===== config.mk =====
export PLATFORM = sky130hd
export DESIGN_NAME = hdmi_island_scheduler
export DESIGN_NICKNAME = d
export VERILOG_FILES = /design/src/rtl/hdmi_pkg.sv /design/src/rtl/audio_sample_fifo.sv /design/src/rtl/hdmi_island_scheduler.sv
export SDC_FILE = /design/constraint.sdc
export NUM_CORES = 1
export LEC_CHECK = 0
export BUFFER_PORTS_ARGS = -buffer_cell sky130_fd_sc_hd__buf_2
export CAP_MARGIN = 20
export CORE_ASPECT_RATIO = 0.8
export CORE_MARGIN = 1.5
export CORE_UTILIZATION = 40
export DETAILED_ROUTE_END_ITERATION = 10
export RECOVER_POWER = 25
export REMOVE_ABC_BUFFERS = 1
export SYNTH_ARGS = -nofsm -noshare
export SYNTH_HDL_FRONTEND = slang
export SYNTH_SLANG_ARGS = --single-unit
export TNS_END_PERCENT = 10

===== constraint.sdc =====
create_clock -name i_pixclk -period 12.2 [get_ports i_pixclk]
set_input_delay 2.44 -clock i_pixclk [delete_from_list [all_inputs] [get_ports i_pixclk]]
set_output_delay 2.44 -clock i_pixclk [all_outputs]
set_load 0.02 [all_outputs]

===== src/rtl/hdmi_pkg.sv =====
// hdmi_pkg: shared 720x480p timing, island lengths, packet-type and island FSM encodings
package hdmi_pkg;
    localparam int DEF_H_ACTIVE     = 720;
    localparam int DEF_H_TOTAL      = 858;
    localparam int DEF_V_ACTIVE     = 480;
    localparam int DEF_V_TOTAL      = 525;
    localparam int DEF_ISLAND_START = 724;
    localparam int DEF_PRE_LEN      = 8;
    localparam int DEF_GB_LEN       = 2;
    localparam int DEF_PKT_LEN      = 32;
    localparam int DEF_MAX_PKTS     = 2;
    localparam int DEF_ACR_EVERY    = 32;
    localparam int DEF_FIFO_DEPTH   = 8;
    typedef enum logic [2:0] {
        PKT_NONE = 3'd0,
        PKT_ACR  = 3'd1,
        PKT_AUD  = 3'd2,
        PKT_AVI  = 3'd3,
        PKT_AIF  = 3'd4
    } pkt_type_e;
    typedef enum logic [2:0] {
        ST_IDLE,
        ST_PRE,
        ST_LGB,
        ST_PKT,
        ST_TGB
    } isl_state_e;
endpackage


===== src/rtl/audio_sample_fifo.sv =====
// audio_sample_fifo: {R,L} sample buffer, one push and a pop of up to four entries per cycle
//   i_clk/i_rst_n : clock, async active-low reset
//   i_push/i_data : write one 32-bit sample (caller qualifies with o_ready)
//   i_pop_n       : number of entries to drop this cycle (never more than o_count)
//   o_count       : occupancy, o_ready = not full
//   o_peek        : the four oldest entries, oldest in [31:0]
module audio_sample_fifo
    import hdmi_pkg::*;
#(
    parameter int DEPTH = DEF_FIFO_DEPTH
) (
    input  logic                     i_clk,
    input  logic                     i_rst_n,
    input  logic                     i_push,
    input  logic [31:0]              i_data,
    input  logic [2:0]               i_pop_n,
    output logic [$clog2(DEPTH):0]   o_count,
    output logic                     o_ready,
    output logic [127:0]             o_peek
);
    localparam int AW = $clog2(DEPTH);
    logic [31:0]   r_mem [DEPTH];
    logic [AW-1:0] r_wr;
    logic [AW-1:0] r_rd;
    logic [AW:0]   r_count;
    always_ff @(posedge i_clk)
        if (i_push) r_mem[r_wr] <= i_data;
    always_ff @(posedge i_clk or negedge i_rst_n)
        if (!i_rst_n) begin
            r_wr    <= '0;
            r_rd    <= '0;
            r_count <= '0;
        end else begin
            r_wr    <= r_wr + AW'(i_push);
            r_rd    <= r_rd + AW'(i_pop_n);
            r_count <= r_count + (AW+1)'(i_push) - (AW+1)'(i_pop_n);
        end
    always_comb begin
        o_peek = '0;
        for (int i = 0; i < 4; i++)
            o_peek[32*i +: 32] = r_mem[r_rd + AW'(i)];
    end
    assign o_count = r_count;
    assign o_ready = r_count < (AW+1)'(DEPTH);
endmodule


===== src/rtl/hdmi_island_scheduler.sv =====
// hdmi_island_scheduler: data-island sequencing and packet-slot arbitration in horizontal blanking
//   i_pixclk/i_rst_n          : pixel clock, async active-low reset
//   i_counter_x/i_counter_y   : raster position
//   i_smp_valid/l/r, o_smp_ready : stereo sample handshake into the FIFO
//   o_isl_pre/gb/data         : island preamble, guard band, packet body
//   o_pkt_start/o_pkt_type    : slot strobe and slot packet type
//   o_aud_data/o_aud_present  : samples of the latest audio slot and their lane mask
//   o_vid_pre/o_vid_gb        : video leading-edge preamble and guard band
// Every output describes the raster position presented one cycle earlier.
module hdmi_island_scheduler
    import hdmi_pkg::*;
#(
    parameter int H_ACTIVE     = DEF_H_ACTIVE,
    parameter int H_TOTAL      = DEF_H_TOTAL,
    parameter int V_ACTIVE     = DEF_V_ACTIVE,
    parameter int V_TOTAL      = DEF_V_TOTAL,
    parameter int ISLAND_START = DEF_ISLAND_START,
    parameter int PRE_LEN      = DEF_PRE_LEN,
    parameter int GB_LEN       = DEF_GB_LEN,
    parameter int PKT_LEN      = DEF_PKT_LEN,
    parameter int MAX_PKTS     = DEF_MAX_PKTS,
    parameter int ACR_EVERY    = DEF_ACR_EVERY,
    parameter int FIFO_DEPTH   = DEF_FIFO_DEPTH
) (
    input  logic         i_pixclk,
    input  logic         i_rst_n,
    input  logic [9:0]   i_counter_x,
    input  logic [9:0]   i_counter_y,
    input  logic         i_smp_valid,
    input  logic [15:0]  i_smp_l,
    input  logic [15:0]  i_smp_r,
    output logic         o_smp_ready,
    output logic         o_isl_pre,
    output logic         o_isl_gb,
    output logic         o_isl_data,
    output logic         o_pkt_start,
    output logic [2:0]   o_pkt_type,
    output logic [127:0] o_aud_data,
    output logic [3:0]   o_aud_present,
    output logic         o_vid_pre,
    output logic         o_vid_gb
);
    localparam int CW = $clog2(ACR_EVERY);
    localparam int FW = $clog2(FIFO_DEPTH);
    if (ISLAND_START < H_ACTIVE ||
        ISLAND_START + PRE_LEN + 2*GB_LEN + MAX_PKTS*PKT_LEN > H_TOTAL - PRE_LEN - GB_LEN - 4) begin : g_bad_timing
        $error("data island does not fit in horizontal blanking");
    end
    logic [FW:0]   w_count;
    logic          w_ready;
    logic [127:0]  w_peek;
    logic          w_push;
    pkt_type_e     w_sel;
    logic          w_pending;
    logic          w_lgb_end;
    logic          w_pkt_end;
    logic          w_slot_go;
    logic          w_aud_go;
    logic [2:0]    w_n;
    logic [2:0]    w_pop_n;
    logic [3:0]    w_mask;
    logic [127:0]  w_lanes;
    logic          w_frame;
    logic          w_vid_pre;
    logic          w_vid_gb;
    isl_state_e    r_state;
    logic [7:0]    r_cnt;
    logic [2:0]    r_slots;
    logic [CW-1:0] r_smp_cnt;
    logic          r_acr_due;
    logic          r_avi_due;
    logic          r_aif_due;
    logic          r_isl_pre;
    logic          r_isl_gb;
    logic          r_isl_data;
    logic          r_pkt_start;
    pkt_type_e     r_pkt_type;
    logic [127:0]  r_aud_data;
    logic [3:0]    r_aud_present;
    logic          r_vid_pre;
    logic          r_vid_gb;
    assign w_push = i_smp_valid && w_ready;
    audio_sample_fifo #(.DEPTH(FIFO_DEPTH)) u_fifo (
        .i_clk   (i_pixclk),
        .i_rst_n (i_rst_n),
        .i_push  (w_push),
        .i_data  ({i_smp_r, i_smp_l}),
        .i_pop_n (w_pop_n),
        .o_count (w_count),
        .o_ready (w_ready),
        .o_peek  (w_peek)
    );
    always_comb begin
        w_sel     = r_acr_due ? PKT_ACR : (w_count != '0) ? PKT_AUD : r_avi_due ? PKT_AVI : r_aif_due ? PKT_AIF : PKT_NONE;
        w_pending = w_sel != PKT_NONE;
        w_lgb_end = r_state == ST_LGB && r_cnt == 8'(GB_LEN-1);
        w_pkt_end = r_state == ST_PKT && r_cnt == 8'(PKT_LEN-1);
        // the first slot needs no pending check: the island only opens when something is pending
        w_slot_go = w_lgb_end || (w_pkt_end && r_slots < 3'(MAX_PKTS) && w_pending);
        w_aud_go  = w_slot_go && w_sel == PKT_AUD;
        w_n       = w_count >= (FW+1)'(4) ? 3'd4 : 3'(w_count);
        w_pop_n   = w_aud_go ? w_n : 3'd0;
        w_mask    = '0;
        w_lanes   = '0;
        for (int i = 0; i < 4; i++) begin
            w_mask[i]            = 3'(i) < w_n;
            w_lanes[32*i +: 32]  = w_mask[i] ? w_peek[32*i +: 32] : 32'd0;
        end
        w_frame   = i_counter_x == 10'd0 && i_counter_y == 10'(V_ACTIVE);
        w_vid_pre = i_counter_x >= 10'(H_TOTAL-PRE_LEN-GB_LEN) && i_counter_x < 10'(H_TOTAL-GB_LEN);
        w_vid_gb  = i_counter_x >= 10'(H_TOTAL-GB_LEN) && i_counter_x < 10'(H_TOTAL) &&
                    (i_counter_y + 10'd1 < 10'(V_ACTIVE) || i_counter_y == 10'(V_TOTAL-1));
    end
    always_ff @(posedge i_pixclk or negedge i_rst_n)
        if (!i_rst_n) begin
            r_state       <= ST_IDLE;
            r_cnt         <= '0;
            r_slots       <= '0;
            r_smp_cnt     <= '0;
            r_acr_due     <= 1'b0;
            r_avi_due     <= 1'b1;
            r_aif_due     <= 1'b1;
            r_isl_pre     <= 1'b0;
            r_isl_gb      <= 1'b0;
            r_isl_data    <= 1'b0;
            r_pkt_start   <= 1'b0;
            r_pkt_type    <= PKT_NONE;
            r_aud_data    <= '0;
            r_aud_present <= '0;
            r_vid_pre     <= 1'b0;
            r_vid_gb      <= 1'b0;
        end else begin
            r_vid_pre   <= w_vid_pre;
            r_vid_gb    <= w_vid_gb;
            r_pkt_start <= w_slot_go;
            if (w_push) r_smp_cnt <= r_smp_cnt + CW'(1);
            // a due flag being set wins over its clear in the same cycle
            r_acr_due <= (w_push && &r_smp_cnt) || (r_acr_due && !(w_slot_go && w_sel == PKT_ACR));
            r_avi_due <= w_frame || (r_avi_due && !(w_slot_go && w_sel == PKT_AVI));
            r_aif_due <= w_frame || (r_aif_due && !(w_slot_go && w_sel == PKT_AIF));
            if (w_slot_go) r_pkt_type <= w_sel;
            if (w_aud_go) begin
                r_aud_data    <= w_lanes;
                r_aud_present <= w_mask;
            end
            case (r_state)
                ST_IDLE:
                    if (i_counter_x == 10'(ISLAND_START) && w_pending) begin
                        r_state   <= ST_PRE;
                        r_cnt     <= '0;
                        r_isl_pre <= 1'b1;
                    end
                ST_PRE:
                    if (r_cnt == 8'(PRE_LEN-1)) begin
                        r_state   <= ST_LGB;
                        r_cnt     <= '0;
                        r_isl_pre <= 1'b0;
                        r_isl_gb  <= 1'b1;
                    end else r_cnt <= r_cnt + 8'd1;
                ST_LGB:
                    if (w_lgb_end) begin
                        r_state    <= ST_PKT;
                        r_cnt      <= '0;
                        r_slots    <= 3'd1;
                        r_isl_gb   <= 1'b0;
                        r_isl_data <= 1'b1;
                    end else r_cnt <= r_cnt + 8'd1;
                ST_PKT:
                    if (w_pkt_end) begin
                        r_cnt <= '0;
                        if (w_slot_go) r_slots <= r_slots + 3'd1;
                        else begin
                            r_state    <= ST_TGB;
                            r_isl_data <= 1'b0;
                            r_isl_gb   <= 1'b1;
                            r_pkt_type <= PKT_NONE;
                        end
                    end else r_cnt <= r_cnt + 8'd1;
                ST_TGB:
                    if (r_cnt == 8'(GB_LEN-1)) begin
                        r_state  <= ST_IDLE;
                        r_cnt    <= '0;
                        r_isl_gb <= 1'b0;
                    end else r_cnt <= r_cnt + 8'd1;
                default: r_state <= ST_IDLE;
            endcase
        end
    assign o_smp_ready   = w_ready;
    assign o_isl_pre     = r_isl_pre;
    assign o_isl_gb      = r_isl_gb;
    assign o_isl_data    = r_isl_data;
    assign o_pkt_start   = r_pkt_start;
    assign o_pkt_type    = r_pkt_type;
    assign o_aud_data    = r_aud_data;
    assign o_aud_present = r_aud_present;
    assign o_vid_pre     = r_vid_pre;
    assign o_vid_gb      = r_vid_gb;
endmodule


* After elaboration in Yosys (flattened, before gate mapping)
Memories as Yosys holds them, arrays and structs flattened. A register that Yosys moved wholly into a read port is not among the register bits.
Cells that the tools add are included.
** Storage, ports and cells
- Bits in registers :: 173
- RAM bits :: 256
- Output and inout bits :: 142
- Logic and storage cells :: 152
- Memories kept :: 1
** Cells by class
- Add/subtract/negate cells :: 11
- Magnitude comparators :: 12
- Equal/unequal tests :: 21
- Multiplexer cells :: 46
- Reductions and logical operators :: 42
** Memory list
- u_fifo.r_mem :: words 8, width 32, read ports 4, clocked after Yosys merged registers in 1, wr ports 1, RTL line audio_sample_fifo.sv:22 : logic [31:0] r_mem [DEPTH];
** Operators with widths (number)
- $mux 32 :: 4
- $mux 3 :: 19
- $mux 8 :: 5
- $pmux 8 s5 :: 1
- $eq 10x10->1 const B :: 2
- $ge 10x10->1 const B :: 2
- $lt 10x10->1 const B :: 2
- $logic_and 1x1->1 :: 18
- $pmux 3 s5 :: 1
- $ne 2x2->1 const B :: 7
- $eq 3x2->1 const B :: 4
- $mux 1 :: 12
- $reduce_and 6->1 :: 2
- $add 10x1->10 const B :: 1
- $eq 10x9->1 const B :: 1
- $logic_not 10->1 :: 1
- $lt 10x9->1 const B :: 1
- $add 8x1->8 const B :: 1
- $eq 8x1->1 const B :: 1
- $eq 8x3->1 const B :: 1
- $eq 8x5->1 const B :: 1
- $reduce_and 4->1 :: 2
- $reduce_bool 4->1 :: 2
- $add 3x1->3 const B :: 2
- other kinds (25) :: 39

* Longest topological paths before layout
- Word-level depth :: 11
- Gate-level depth with buffers :: 13
- Mapped depth without buffers :: 12

* Hierarchy
Synthesis repeated with hierarchy kept, for this count alone.
** Second synthesis, totals
- Cells, all modules :: 1354
- Area total of the unflattened synthesis :: 21319.2 µm²
** Modules (own cells, without submodules)
- audio_sample_fifo :: times used 1, cells an instance 858, area each 14662.8 µm²
- hdmi_island_scheduler :: times used 1, cells an instance 496, area each 6656.4 µm²

* Least setup slack after synthesis
OpenSTA, ideal clock, no wires.
- Path kind :: input -> register
- Start :: input port i_smp_valid
- End :: memory u_fifo.r_mem[2][0], enable pin
- Setup time :: 0.513 ns
- Arrival :: 5.971 ns
- Data required time :: 11.687 ns
- Slack :: 5.716 ns
- Cell stages on the path :: 2
- Cells stage by stage :: nand2_1 -> nor4b_1
** On the way
- Longest elaborated chain between the ends :: 3
** Ends and longest elaborated chain
- start: declaration :: RTL line hdmi_island_scheduler.sv:29 : input logic i_smp_valid,
- $logic_and 1x1->1 :: RTL line hdmi_island_scheduler.sv:82 : assign w_push = i_smp_valid && w_ready;
- $mux 1 :: RTL line audio_sample_fifo.sv:27 : if (i_push) r_mem[r_wr] <= i_data;
- $mux 1 (implied by the code) :: RTL line audio_sample_fifo.sv:27
- end: declaration :: RTL line audio_sample_fifo.sv:22
No other way between the ends.

* Worst setup path in the final report
- Start :: register u_fifo.r_count[1] (netlist: u_fifo.o_count[1])
- End :: register r_aud_data[31] (netlist: o_aud_data[31]) (read register of u_fifo.r_mem)
** On the way
- Longest elaborated chain between the ends :: 7
** Ends and longest elaborated chain
- start: declaration :: RTL line audio_sample_fifo.sv:25 : logic [AW:0] r_count;
- start signal: assignment :: RTL line audio_sample_fifo.sv:36 : r_count <= r_count + (AW+1)'(i_push) - (AW+1)'(i_pop_n);
- $reduce_bool 4->1 :: RTL line hdmi_island_scheduler.sv:94 : w_sel = r_acr_due ? PKT_ACR : (w_count != '0) ? PKT_AUD : r_avi_due ? PKT_AVI : r_aif_due ? PKT_AIF : PKT_NONE ...
- $mux 3 (2 in series) :: RTL line hdmi_island_scheduler.sv:94
- $reduce_bool 3->1 :: RTL line hdmi_island_scheduler.sv:95 : w_pending = w_sel != PKT_NONE;
- $logic_and 1x1->1 :: RTL line hdmi_island_scheduler.sv:99 : w_slot_go = w_lgb_end || (w_pkt_end && r_slots < 3'(MAX_PKTS) && w_pending);
- $logic_or 1x1->1 :: RTL line hdmi_island_scheduler.sv:99
- net w_slot_go :: RTL line hdmi_island_scheduler.sv:57 : logic w_slot_go;
- $logic_and 1x1->1 :: RTL line hdmi_island_scheduler.sv:100 : w_aud_go = w_slot_go && w_sel == PKT_AUD;
- end: declaration :: RTL line hdmi_island_scheduler.sv:78 : logic [127:0] r_aud_data;
The timed path passes the listed nets, and every way through them passes these cells.
A chain may end at the register's enable or synchronous reset.

==> impl_metrics.py <==
metrics = {
    "timing": {
        "setup_slack_ns": 8.241,
        "drv_slew": 0,
        "fmax_ghz": 0.2526,
        "period_share": 0.3245,
        "setup_viol": 0,
        "tightest_slew_ns": 0.9867,
        "period_needed_ns": 3.959,
        "finalSetupTns_ns": 0,
        "slew-limit-headroom": 0.3422,
        "fin_worst_skew_ns": 0.01914,
        "rsz0062_at_grt": "no",
        "hold-worst-slack_ns": 0.4655,
        "hold_violations": 0,
    },
    "finish": {
        "fin_cells": 2243,
        "drive_gt1_frac": 0.4403,
        "finalCoreUtilization": 0.4685,
        "area_growth_pct": 15.05,
        "fillers": 4741,
        "design_area_sq_mm": 0.02604,
        "nets": 1525,
    },
    "synth": {
        "synth_flop_cell": "edfxtp_1",
        "synth_top_area_frac": 0.3396,
        "ys_seq_area_frac": 0.5310,
        "ys_warn_count": 0,
        "postSynthCellCount": 1284,
        "yosys-top-cells-area": "edfxtp_1 34%, mux4_2 25%, dfrtp_1 19%",
        "yosysTopAreaCell": "edfxtp_1",
        "synth_area_sq_mm": 0.02264,
        "avgSynthCellArea_sq_um": 17.63,
        "synth-edff-count": 256,
        "synthArstFlopShare": 0.4033,
        "synth_common_cells": "256 x edfxtp_1, 256 x mux4_2, 171 x dfrtp_1",
        "ys_ff_latch": 429,
        "yosysUniqueCellTypes": 66,
    },
    "floorplanning": {
        "core_sq_mm": 0.05559,
        "die-area_sq_mm": 0.05804,
        "fp-row-count": 77,
        "die_w_um": 269.0,
        "die_h_um": 215.8,
        "ioPinCount": 197,
        "initial_core_util": 0.4072,
    },
    "grt": {
        "grt_overflow_total": 0,
        "grt_max_degree": 136,
        "grt_pass1_vias": 13390,
        "grt_util_all_layers": 0.1980,
        "grt_pass1_wl_um": 86430,
        "grt_antenna_before_repair": 6,
    },
    "pwr": {
        "ir_drop_mv": 0.09670,
        "total_power_mw": 3.604,
        "power_density_mw_per_mm2": 138.4,
        "leakage_nw": 9.457,
    },
    "placed_design": {
        "pre_cts_slack_ns": 7.808,
        "numPortBuffers": 196,
        "placed_cell_area_sq_mm": 0.02438,
        "numPlacedInstances": 2153,
        "gp_congestion": 0.8336,
        "hpwl_um": 34970,
    },
    "clock_tree": {
        "ctsResizeCount": 0,
        "path_clk_slew_ns": 0.06,
        "htree_levels": 2,
        "cts_buffers": 46,
        "ctsHoldBuffers": 0,
        "tritoncts": "built",
        "cts_sinks": 429,
        "cts_setup_buffers": 0,
        "clockBufferDepth": 3,
        "cts-root-buf": "clkbuf_16",
        "clkLatencyLatePin_ns": 0.58,
    },
    "routing": {
        "vias_per_cell": 5.955,
        "wl_met2_um": 26730,
        "vias": 13360,
        "first_pass_iters": 5,
        "highest_layer": "met5",
        "drt-total-wl_um": 56650,
        "post-route-drc-count": 0,
        "ant_nets": 0,
        "wl_met3_um": 4384,
        "drtIter0Drc": 1283,
        "wl_per_cell_um": 25.26,
        "wl_met1_um": 24460,
    },
    "min_path": {
        "min_path_type": "reg -> reg",
    },
    "critical_path": {
        "critPathLaunchType": "register",
        "crit_path_max_fanout": 48,
        "required_ns": 12.66,
        "worstPathArrival_ns": 4.41,
        "path_class": "reg -> reg",
        "crit_path_end_kind": "register",
    },
    "job": {
        "maxCapViolations": 0,
    },
    "run_status": {
        "run_status": "finished clean",
    },
}
## worst max-delay path, stage by stage (launching register included)
cell and delay [ns]:
dfrtp_1 0.48, nor4_4 0.47, a211o_1 0.26, o21a_1 0.39, clkinvlp_2 0.44, nand3_4 0.61
buf_4 0.66, mux2_2 0.41
## path summary, 6_finish.rpt
| check | from | end | slack [ns] | depth (start not counted) |
|---|---|---|---|---|
| max in group asynchronous | i_rst_n | o_aud_data[22]$_DFFE_PN0P_ | 9.00 | 3 |
| max reg2reg | u_fifo.o_count[1]$_DFF_PN0_ | o_aud_data[31]$_DFFE_PN0P_ | 8.24 | 7 |
| min in group asynchronous | i_rst_n | o_aud_data[0]$_DFFE_PN0P_ | 1.98 | 1 |
| min reg2reg | o_aud_present[0]$_DFFE_PN0P_ | o_aud_present[0]$_DFFE_PN0P_ | 0.47 | 1 |
| max | u_fifo.o_count[1]$_DFF_PN0_ | o_aud_data[31]$_DFFE_PN0P_ | 8.24 | 7 |
| min | o_aud_present[0]$_DFFE_PN0P_ | o_aud_present[0]$_DFFE_PN0P_ | 0.47 | 1 |
## cells in the final DEF, fill, tap and decap left out, types with 4 or more instances in the layout
cell / Yosys / routed
xnor2_1: 7 / 6
nor3_1: 14 / 11
a211o_1: 4 / 4
o31ai_1: 4 / 4
nand2b_1: 7 / 7
nor2_1: 46 / 45
edfxtp_1: 256 / 256
o21ai_0: 12 / 12
mux2_4: 40 / 40
buf_2: 41 / 163
ha_1: 15 / 14
dfrtp_1: 171 / 168
a21oi_1: 7 / 6
mux4_2: 256 / 256
clkbuf_8: 0 / 12
and3_1: 9 / 9
mux2i_1: 97 / 97
mux2_2: 57 / 57
clkinv_2: 0 / 8
nand3_1: 11 / 10
o2bb2ai_1: 65 / 65
inv_1: 13 / 13
clkbuf_16: 0 / 52
buf_4: 7 / 22
nand2_1: 23 / 23
clkbuf_1: 30 / 37
## power by group
group          internal (mW)  total, mW  switching, mW  leakage, nW
clock                  0.901       1.49          0.585        0.815
sequential              1.65       1.75         0.0964         4.67
combinational          0.155      0.368          0.213         3.97
## cell type report
type / count / area [sq um] / area share
antenna: 3 / 7.507 / 0.0002883
clock buffer: 68 / 1471 / 0.05650
clock inverter: 17 / 172.7 / 0.006630
inverter: 15 / 57.56 / 0.002210
multi-input combinational: 740 / 10180 / 0.3907
sequential: 429 / 12030 / 0.4619
tap: 750 / 938.4 / 0.03603
timing repair buffer: 221 / 1190 / 0.04569
## kinds of logic (layout without fill, tap and decap cells)
kind of cell	Yosys count	after routing	share of synthesized area
buffers and inverters	115	321	0.02460
xor gates and xnor gates	11	11	0.004256
other	0	3	0
and+or+nand+nor	143	143	0.03477
DFF	429	429	0.5310
muxes	450	450	0.3525
adders and majority gates	17	17	0.01006
AOI/OAI and AO/OA	119	119	0.04289
## state kept, by name, indices dropped and copies added, names as in the netlist
register,flops
o_vid_gb,1
r_cnt,8
o_isl_gb,1
o_isl_data,1
r_smp_cnt,5
o_pkt_start,1
u_fifo.r_rd,3
r_slots,3
o_vid_pre,1
o_aud_data,128
r_acr_due,1
r_aif_due,1
u_fifo.o_count,4
o_aud_present,4
u_fifo.r_mem,256
u_fifo.r_wr,3
o_isl_pre,1
o_pkt_type,3
r_state,3
r_avi_due,1
## per-layer routing
| layer | up-vias | GRT usage |
|---|---|---|
| li1 | 5702 | - |
| met1 | 7038 | 0.2820 |
| met2 | 534 | 0.3061 |
| met3 | 76 | 0.04724 |
| met4 | 6 | 0.05037 |
| met5 | - | 0 |
No activity file was read; power rests on OpenSTA's default activity.
